--- src/rtl/part2_4bit_counter_modern_pkg.sv ---
// -----------------------------------------------------------------------------
// part2_4bit_counter_modern_pkg
//
// Purpose : shared constants and types for the free-running up-counter and
//           for any block that consumes its count.
//
// Contents:
//   DEFAULT_WIDTH       - default counter width in bits (4)
//   DEFAULT_RESET_VALUE - default value loaded while reset is asserted (0)
//   count_t             - count word sized from DEFAULT_WIDTH
//   next_count()        - modulo-2^DEFAULT_WIDTH successor of a count word
// -----------------------------------------------------------------------------
package part2_4bit_counter_modern_pkg;

   localparam int unsigned DEFAULT_WIDTH       = 4;
   localparam int unsigned DEFAULT_RESET_VALUE = 0;

   typedef logic [DEFAULT_WIDTH-1:0] count_t;

   // Successor of a default-width count; the carry out of the MSB is dropped.
   function automatic count_t next_count(input count_t i_cur);
      return i_cur + count_t'(1);
   endfunction

endpackage : part2_4bit_counter_modern_pkg

--- src/rtl/part2_4bit_counter_modern_counter_bit.sv ---
// -----------------------------------------------------------------------------
// counter_bit
//
// Purpose : one-bit slice of a synchronous binary up-counter. The bit toggles
//           on the rising clock edge when every lower bit is 1 (carry-in set)
//           and forwards carry-out = q & carry-in to the next slice up.
//
// Parameters:
//   RESET_BIT - value forced onto the bit while reset is asserted
//
// Ports:
//   clk     in   1  clock, rising edge
//   rst_n   in   1  asynchronous reset, active low
//   i_carry in   1  carry-in: all lower bits are 1 (tie to 1 for bit 0)
//   o_q     out  1  registered bit value
//   o_carry out  1  carry-out to the next slice
// -----------------------------------------------------------------------------
module counter_bit #(
   parameter logic RESET_BIT = 1'b0
) (
   input  logic clk,
   input  logic rst_n,
   input  logic i_carry,
   output logic o_q,
   output logic o_carry
);

   logic r_q;

   always_ff @(posedge clk or negedge rst_n) begin
      if (!rst_n) begin
         r_q <= RESET_BIT;
      end else if (i_carry) begin
         r_q <= ~r_q;
      end
   end

   // Carry chain is combinational, but every slice samples it on the same
   // edge, so all count bits still change together.
   assign o_carry = r_q & i_carry;
   assign o_q     = r_q;

endmodule : counter_bit

--- src/rtl/part2_4bit_counter_modern.sv ---
// -----------------------------------------------------------------------------
// part2_4bit_counter_modern
//
// Purpose : free-running registered binary up-counter. Advances by one on each
//           rising clock edge, wraps from all-ones to zero, and is forced to
//           RESET_VALUE asynchronously while reset is low.
//
// Parameters:
//   WIDTH       - counter width in bits (default 4)
//   RESET_VALUE - value held while reset is asserted (default 0); must fit
//                 in WIDTH bits
//
// Ports:
//   clk  in   1      sole clock, rising edge
//   rst  in   1      asynchronous reset, active low (0 = reset asserted)
//   a    out  WIDTH  current count, driven straight from the slice flops
// -----------------------------------------------------------------------------
module part2_4bit_counter_modern
   import part2_4bit_counter_modern_pkg::*;
#(
   parameter int unsigned WIDTH       = DEFAULT_WIDTH,
   parameter int unsigned RESET_VALUE = DEFAULT_RESET_VALUE
) (
   input  logic             clk,
   input  logic             rst,
   output logic [WIDTH-1:0] a
);

   localparam logic [WIDTH-1:0] LP_RESET = WIDTH'(RESET_VALUE);

   logic [WIDTH:0]   w_carry;
   logic [WIDTH-1:0] w_q;

   // Bit 0 toggles every cycle; bit n toggles when bits n-1..0 are all 1.
   assign w_carry[0] = 1'b1;

   for (genvar gi = 0; gi < WIDTH; gi++) begin : g_slice
      counter_bit #(
         .RESET_BIT (LP_RESET[gi])
      ) u_bit (
         .clk     (clk),
         .rst_n   (rst),
         .i_carry (w_carry[gi]),
         .o_q     (w_q[gi]),
         .o_carry (w_carry[gi+1])
      );
   end : g_slice

   // Carry out of the MSB slice is the wrap indication; it is intentionally
   // left unused because the counter has no terminal-count flag.
   logic w_unused_carry;
   assign w_unused_carry = w_carry[WIDTH];

   assign a = w_q;

endmodule : part2_4bit_counter_modern

--- config.mk ---
export PLATFORM = sky130hd
export DESIGN_NAME = part2_4bit_counter_modern
export DESIGN_NICKNAME = d
export VERILOG_FILES = /design/src/rtl/part2_4bit_counter_modern_pkg.sv /design/src/rtl/part2_4bit_counter_modern_counter_bit.sv /design/src/rtl/part2_4bit_counter_modern.sv
export SDC_FILE = /design/constraint.sdc
export NUM_CORES = 1
export LEC_CHECK = 0
export BUFFER_PORTS_ARGS = -buffer_cell sky130_fd_sc_hd__buf_2
export CORE_AREA = 8 8 45 47
export CTS_CLUSTER_DIAMETER = 40
export CTS_CLUSTER_SIZE = 24
export DETAILED_ROUTE_END_ITERATION = 8
export DIE_AREA = 0 0 53 55
export MAX_ROUTING_LAYER = met4
export PLACE_DENSITY_LB_ADDON = 0.3
export SLEW_MARGIN = 25
export SYNTH_ARGS = -nofsm -noshare
export SYNTH_HDL_FRONTEND = slang
export SYNTH_SLANG_ARGS = --single-unit
export TNS_END_PERCENT = 50
--- constraint.sdc ---
create_clock -name clk -period 1.79 [get_ports clk]
set_clock_uncertainty 0.1 [all_clocks]
set_input_delay 0.179 -clock clk [delete_from_list [all_inputs] [get_ports clk]]
set_output_delay 0.179 -clock clk [all_outputs]
set_load 0.02 [all_outputs]
==> results.py, run 1 <==
metrics = {
    "cells_and_area": {
        "final_core_util_pct": 16.0,
        "final_common_cell": "buf_2",
        "largest_reg_flops": 4,
        "fin_area_um2": 221,
        "syn2layout_area_growth_pct": 27.3,
        "fillerInstances": 159,
        "layout.nets": 23,
        "diodes": 0,
        "layout-drive-gt1-share_pct": 47.4,
        "layout_common_cells": "5 x buf_2, 4 x dfrtp_1, 3 x clkbuf_4",
    },
    "route": {
        "via_count": 99,
        "wirelength_um": 324,
        "drc": 0,
        "wire_per_inst_um": 9.26,
        "drt_iter0_markers": 2,
        "dr.pass1.iters": 2,
        "ant_nets": 0,
        "viasPerCell": 2.83,
    },
    "grt": {
        "track_usage_pct": 3.39,
        "grt_pass1_vias": 122,
        "grt_overflow": 0,
        "grt_pass1_wl_um": 538,
        "grt_antenna_before_repair": 0,
        "grt_max_degree": 6,
    },
    "cts": {
        "cts_tree": "done",
        "cts_num_sinks": 4,
        "clkSlewWorstSetupHoldPaths_ns": 0.04,
        "cts_buffers": 3,
        "clockRootBuffer": "clkbuf_4",
        "cts_resized": 0,
        "clockBufferDepth": 2,
        "ctsHtreeMaxLevel": 1,
        "clk_latency_ns": 0.24,
    },
    "pwr": {
        "powerDensity_nw_per_um2": 947,
        "vdd_ir_drop_max_v": 0.000272,
        "p_seq_share_pct": 43.3,
        "p_int_w": 0.000168,
        "p_sw_w": 0.0000415,
        "power_w": 0.000210,
        "sw_frac_of_total_pct": 19.8,
        "power.leakage_nw": 0.112,
        "p_comb_share_pct": 2.1,
        "clkPwrFrac_pct": 54.6,
    },
    "critical_path": {
        "crit_chain": "buf_2",
        "critPathCaptureType": "output port",
        "critical_path.startpoint": "g_slice[0].u_bit.o_q$_DFF_PN0_",
        "worstPathRequired_ns": 1.51,
        "path_delay_family": "flip-flops",
        "slowest_stage": "dfrtp_1",
        "cp_data_arrival_time_ns": 0.86,
        "critPathLaunchType": "register",
        "path_buf_inv": 1,
        "crit_path_max_incr_delay_ns": 0.42,
        "cp_max_fo": 5,
        "r2r_start": "g_slice[0].u_bit.o_q$_DFF_PN0_",
        "timing_worst_setup_path_type": "reg2out",
    },
    "synth": {
        "syn_inst": 14,
        "yosys_register_bits": 4,
        "syn_area_per_cell_um2": 12.4,
        "yosysWarnings": 0,
        "ys_seq_area_share_pct": 57.6,
        "synth_nets": 16,
        "syn_area_um2": 174,
        "synth_cell_types": 7,
    },
    "timing": {
        "finalSetupTns_ns": 0,
        "hold_violations": 0,
        "post-route-period-util_pct": 63.5,
        "slew_headroom_pct": 87.8,
        "fin_crit_ns": 1.14,
        "worst_slack_ns": 0.653,
        "tightest_slew_ns": 0.184,
        "finalSetupViolCount": 0,
        "rsz0062_at_grt": "no",
        "slew_violations": 0,
        "fmax_mhz": 880,
    },
    "placed_design": {
        "placed_area_um2": 189,
        "io_buffer_count": 5,
        "post-place-ws_ns": 0.899,
        "gp_congestion": 0.657,
    },
    "worst_hold_path": {
        "min_path_type": "in2async",
    },
    "die": {
        "die_h_um": 55,
        "dieArea_um2": 2920,
        "start_util_pct": 12.6,
        "rows": 14,
        "io_pins": 6,
        "fp.dieW_um": 53,
        "core_area_um2": 1380,
    },
    "job": {
        "cap_violations": 0,
    },
    "outcome": {
        "outcome": "completed",
    },
}
-- synthesized netlist by cell type --
| cell | instances | area share [%] |
|---|---|---|
| xnor2_1 | 2 | 10 |
| dfrtp_1 | 4 | 58 |
| xor2_1 | 1 | 5.0 |
| nand2_1 | 1 | 2.2 |
| buf_4 | 4 | 17 |
| inv_1 | 1 | 2.2 |
| nand3_2 | 1 | 5.8 |
-- through the flow --
step | hold slack [ns] | instances
final | 0.188 | 35
after CTS | 0.185 | 35
after detailed placement | -0.111 | 31
after floorplan | -0.217 | 14
after global routing | 0.200 | 35
after global placement | -0.115 | 31
-- final timing paths --
kind	endpoint	slack, ns	cells after the start
setup / recovery	a[0]	0.65	1
hold / removal	g_slice[2].u_bit.o_q$_DFFE_PN0P_	0.19	2
setup reg to reg	g_slice[3].u_bit.o_q$_DFFE_PN0P_	0.93	2
hold reg to reg	g_slice[3].u_bit.o_q$_DFFE_PN0P_	0.37	1
max in group asynchronous	g_slice[1].u_bit.o_q$_DFFE_PN0P_	1.28	2
min in group clk	g_slice[3].u_bit.o_q$_DFFE_PN0P_	0.37	1
-- layout make-up --
cell class / count / area (um2) / share of cell area, %
Inverter: 1 / 3.75 / 1.69
Clock buffer: 3 / 22.5 / 10.2
Timing Repair Buffer: 6 / 35.0 / 15.8
Sequential cell: 4 / 100 / 45.2
Multi-Input combinational cell: 5 / 40.0 / 18.1
Tap cell: 16 / 20.0 / 9.04
-- timing repair --
item | in CTS | in global routing
hold buffers | 1 | 0
setup buffers | 0 | 0
hold endpoints to repair | 4 | 0
-- layer usage --
| layer | track usage [%] | up-vias | wire length [um] |
|---|---|---|---|
| met3 | 6.15 | 0 | 90 |
| met4 | 2.59 | 0 | 0 |
| met1 | 2.76 | 42 | 159 |
| met2 | 2.54 | 9 | 74 |
| met5 | - | - | 0 |
| li1 | - | 48 | - |
-- power groups by stage --
stage                            logic, W  clock network, W  registers, W
after global routing           0.00000506          0.000131     0.0000907
after floorplan           0.0000000000398                 0     0.0000921
after CTS                      0.00000442          0.000121     0.0000909
after global placement         0.00000240                 0     0.0000921
after detailed placement       0.00000261                 0     0.0000921
final                          0.00000431          0.000115     0.0000909
-- logic make-up (layout without fill, tap and decap cells) --
logic type / Yosys count / count (layout) / synth area share (%)
XOR/XNOR: 3 / 3 / 15.1
buffers and inverters: 5 / 10 / 19.4
flip-flops: 4 / 4 / 57.6
AND/OR/NAND/NOR: 2 / 2 / 7.91
Power figures use the tool's default switching activity.
==> run 2, diff against run 1 <==
- clock period: 1.79 -> 1.05 ns (I/O delays scaled with it)
==> run 2 against run 1 <==
Critical path depth stayed put. Sequential share of layout area is 3.3 points lower. First-iteration DRC count stayed put. Flip-flop and latch count unchanged. Setup slack worse by 0.62 ns. Via count grew 10%. Global-route usage increased by 0.23 points. Wire length up 4.3%. Die area did not move. Largest cell class unchanged.
==> results.py, run 2 (synthesis results as in run 1) <==
metrics = {
    "cells_and_area": {
        "syn2layout_area_growth_pct": 37.4,
        "layout-drive-gt1-share_pct": 52.4,
        "largest_reg_flops": 4,
        "layout.nets": 25,
        "diodes": 0,
        "fillerInstances": 154,
        "layout_common_cells": "4 x dfrtp_1, 4 x buf_2, 3 x clkbuf_4, 3 x buf_4, 2 x xnor2_1",
    },
    "cts": {
        "ctsHtreeMaxLevel": 1,
        "cts_tree": "done",
        "clk_latency_ns": 0.24,
        "cts_buffers": 3,
        "clockBufferDepth": 2,
        "clkSlewWorstSetupHoldPaths_ns": 0.04,
        "clockRootBuffer": "clkbuf_4",
        "cts_num_sinks": 4,
    },
    "critical_path": {
        "crit_path_max_incr_delay_ns": 0.40,
        "cp_max_fo": 3,
        "path_buf_inv": 1,
        "rrSetupSlack_ns": 0.15,
        "slowest_stage": "dfrtp_1",
        "critPathCaptureType": "output port",
        "r2r_start": "g_slice[0].u_bit.o_q$_DFF_PN0_",
        "cp_data_arrival_time_ns": 0.81,
        "crit_chain": "buf_2",
        "timing_worst_setup_path_type": "reg2out",
        "reg2reg_depth": 3,
        "worstPathRequired_ns": 0.84,
        "critPathLaunchType": "register",
        "path_delay_family": "flip-flops",
        "timing.rr.end": "g_slice[3].u_bit.o_q$_DFFE_PN0P_",
    },
    "route": {
        "wire_per_inst_um": 9.14,
        "wirelength_um": 338,
        "drc": 0,
        "via_count": 109,
        "met2RoutedLength_um": 85,
        "ant_nets": 0,
        "drt_iter0_markers": 2,
        "wl_met3_um": 68,
        "top_layer": "met3",
        "dr.pass1.iters": 2,
        "viasPerCell": 2.95,
        "wl_met1_um": 183,
    },
    "die": {
        "core_area_um2": 1380,
        "rows": 14,
        "start_util_pct": 12.6,
        "die_h_um": 55,
        "io_pins": 6,
        "fp.dieW_um": 53,
        "dieArea_um2": 2920,
    },
    "timing": {
        "fmax_mhz": 987,
        "fin_hold_ws_ns": 0.103,
        "slew_headroom_pct": 91.4,
        "finalSetupTns_ns": 0,
        "finalSetupViolCount": 0,
        "worst_slack_ns": 0.0368,
        "fin_crit_ns": 1.01,
        "hold_violations": 0,
        "rsz0062_at_grt": "no",
        "post-route-period-util_pct": 96.5,
        "tightest_slew_ns": 0.128,
        "slew_violations": 0,
    },
    "grt": {
        "grt_pass1_wl_um": 607,
        "track_usage_pct": 3.61,
        "grt_overflow": 0,
        "grt_antenna_before_repair": 0,
        "grt_max_degree": 5,
        "grt_pass1_vias": 133,
    },
    "worst_hold_path": {
        "min_path_type": "in2async",
    },
    "placed_design": {
        "gp_congestion": 0.662,
        "post-place-ws_ns": 0.179,
        "post-dp-hpwl_um": 227,
        "io_buffer_count": 5,
    },
    "pwr": {
        "powerDensity_nw_per_um2": 1500,
        "vdd_ir_drop_max_v": 0.000411,
        "power.leakage_nw": 0.122,
    },
    "outcome": {
        "outcome": "completed",
    },
    "job": {
        "cap_violations": 0,
    },
}
run 2: per-stage QoR:
step / power [W] / utilization, % / cell area (um2) / instances
after detailed placement: 0.000162 / 13.7 / 189 / 31
after CTS: 0.000369 / 16.5 / 229 / 36
after global placement: 0.000161 / 13.7 / 189 / 31
after floorplan: 0.000157 / - / 174 / 14
final: 0.000360 / 17.3 / 239 / 37
after global routing: 0.000382 / 17.3 / 239 / 37
run 2: repair_timing:
action	in CTS	in global routing
hold buffers	1	0
setup endpoints to repair	1	1
gates resized for setup	0	1
setup buffers	1	1
hold endpoints to repair	4	0
run 2: report_power, final:
part           internal, W  switching [W]   total [W]  leakage, nW
clock             0.000128      0.0000691    0.000197       0.0138
sequential        0.000155              0    0.000155       0.0518
combinational   0.00000377     0.00000356  0.00000733       0.0560
total             0.000287      0.0000727    0.000360        0.122
run 2: routing by layer:
metal / global-route usage (%) / vias to the layer above
met5: - / -
met3: 4.28 / 0
met4: 3.88 / 0
met2: 2.54 / 8
li1: - / 54
met1: 3.98 / 47
run 2: how the worst max path moves through the flow:
| stage | to | slack (ns) | depth (start not counted) | from |
|---|---|---|---|---|
| CTS | a[1] | 0.001 | 1 | g_slice[1].u_bit.o_q$_DFFE_PN0P_ |
| floorplan | g_slice[3].u_bit.o_q$_DFFE_PN0P_ | 0.23 | 2 | g_slice[0].u_bit.o_q$_DFF_PN0_ |
| global route | a[2] | 0.005 | 1 | g_slice[2].u_bit.o_q$_DFFE_PN0P_ |
| detailed placement | g_slice[3].u_bit.o_q$_DFFE_PN0P_ | 0.18 | 2 | g_slice[0].u_bit.o_q$_DFF_PN0_ |
| finish | a[2] | 0.04 | 1 | g_slice[2].u_bit.o_q$_DFFE_PN0P_ |
| global placement | g_slice[3].u_bit.o_q$_DFFE_PN0P_ | 0.22 | 2 | g_slice[0].u_bit.o_q$_DFF_PN0_ |
run 2: cell type report:
class | instances | area [um2] | share of cell area, %
Clock buffer | 3 | 22.5 | 9.42
Inverter | 1 | 3.75 | 1.57
Multi-Input combinational cell | 5 | 40.0 | 16.8
Sequential cell | 4 | 100 | 41.9
Tap cell | 16 | 20.0 | 8.38
Timing Repair Buffer | 8 | 52.6 | 22.0
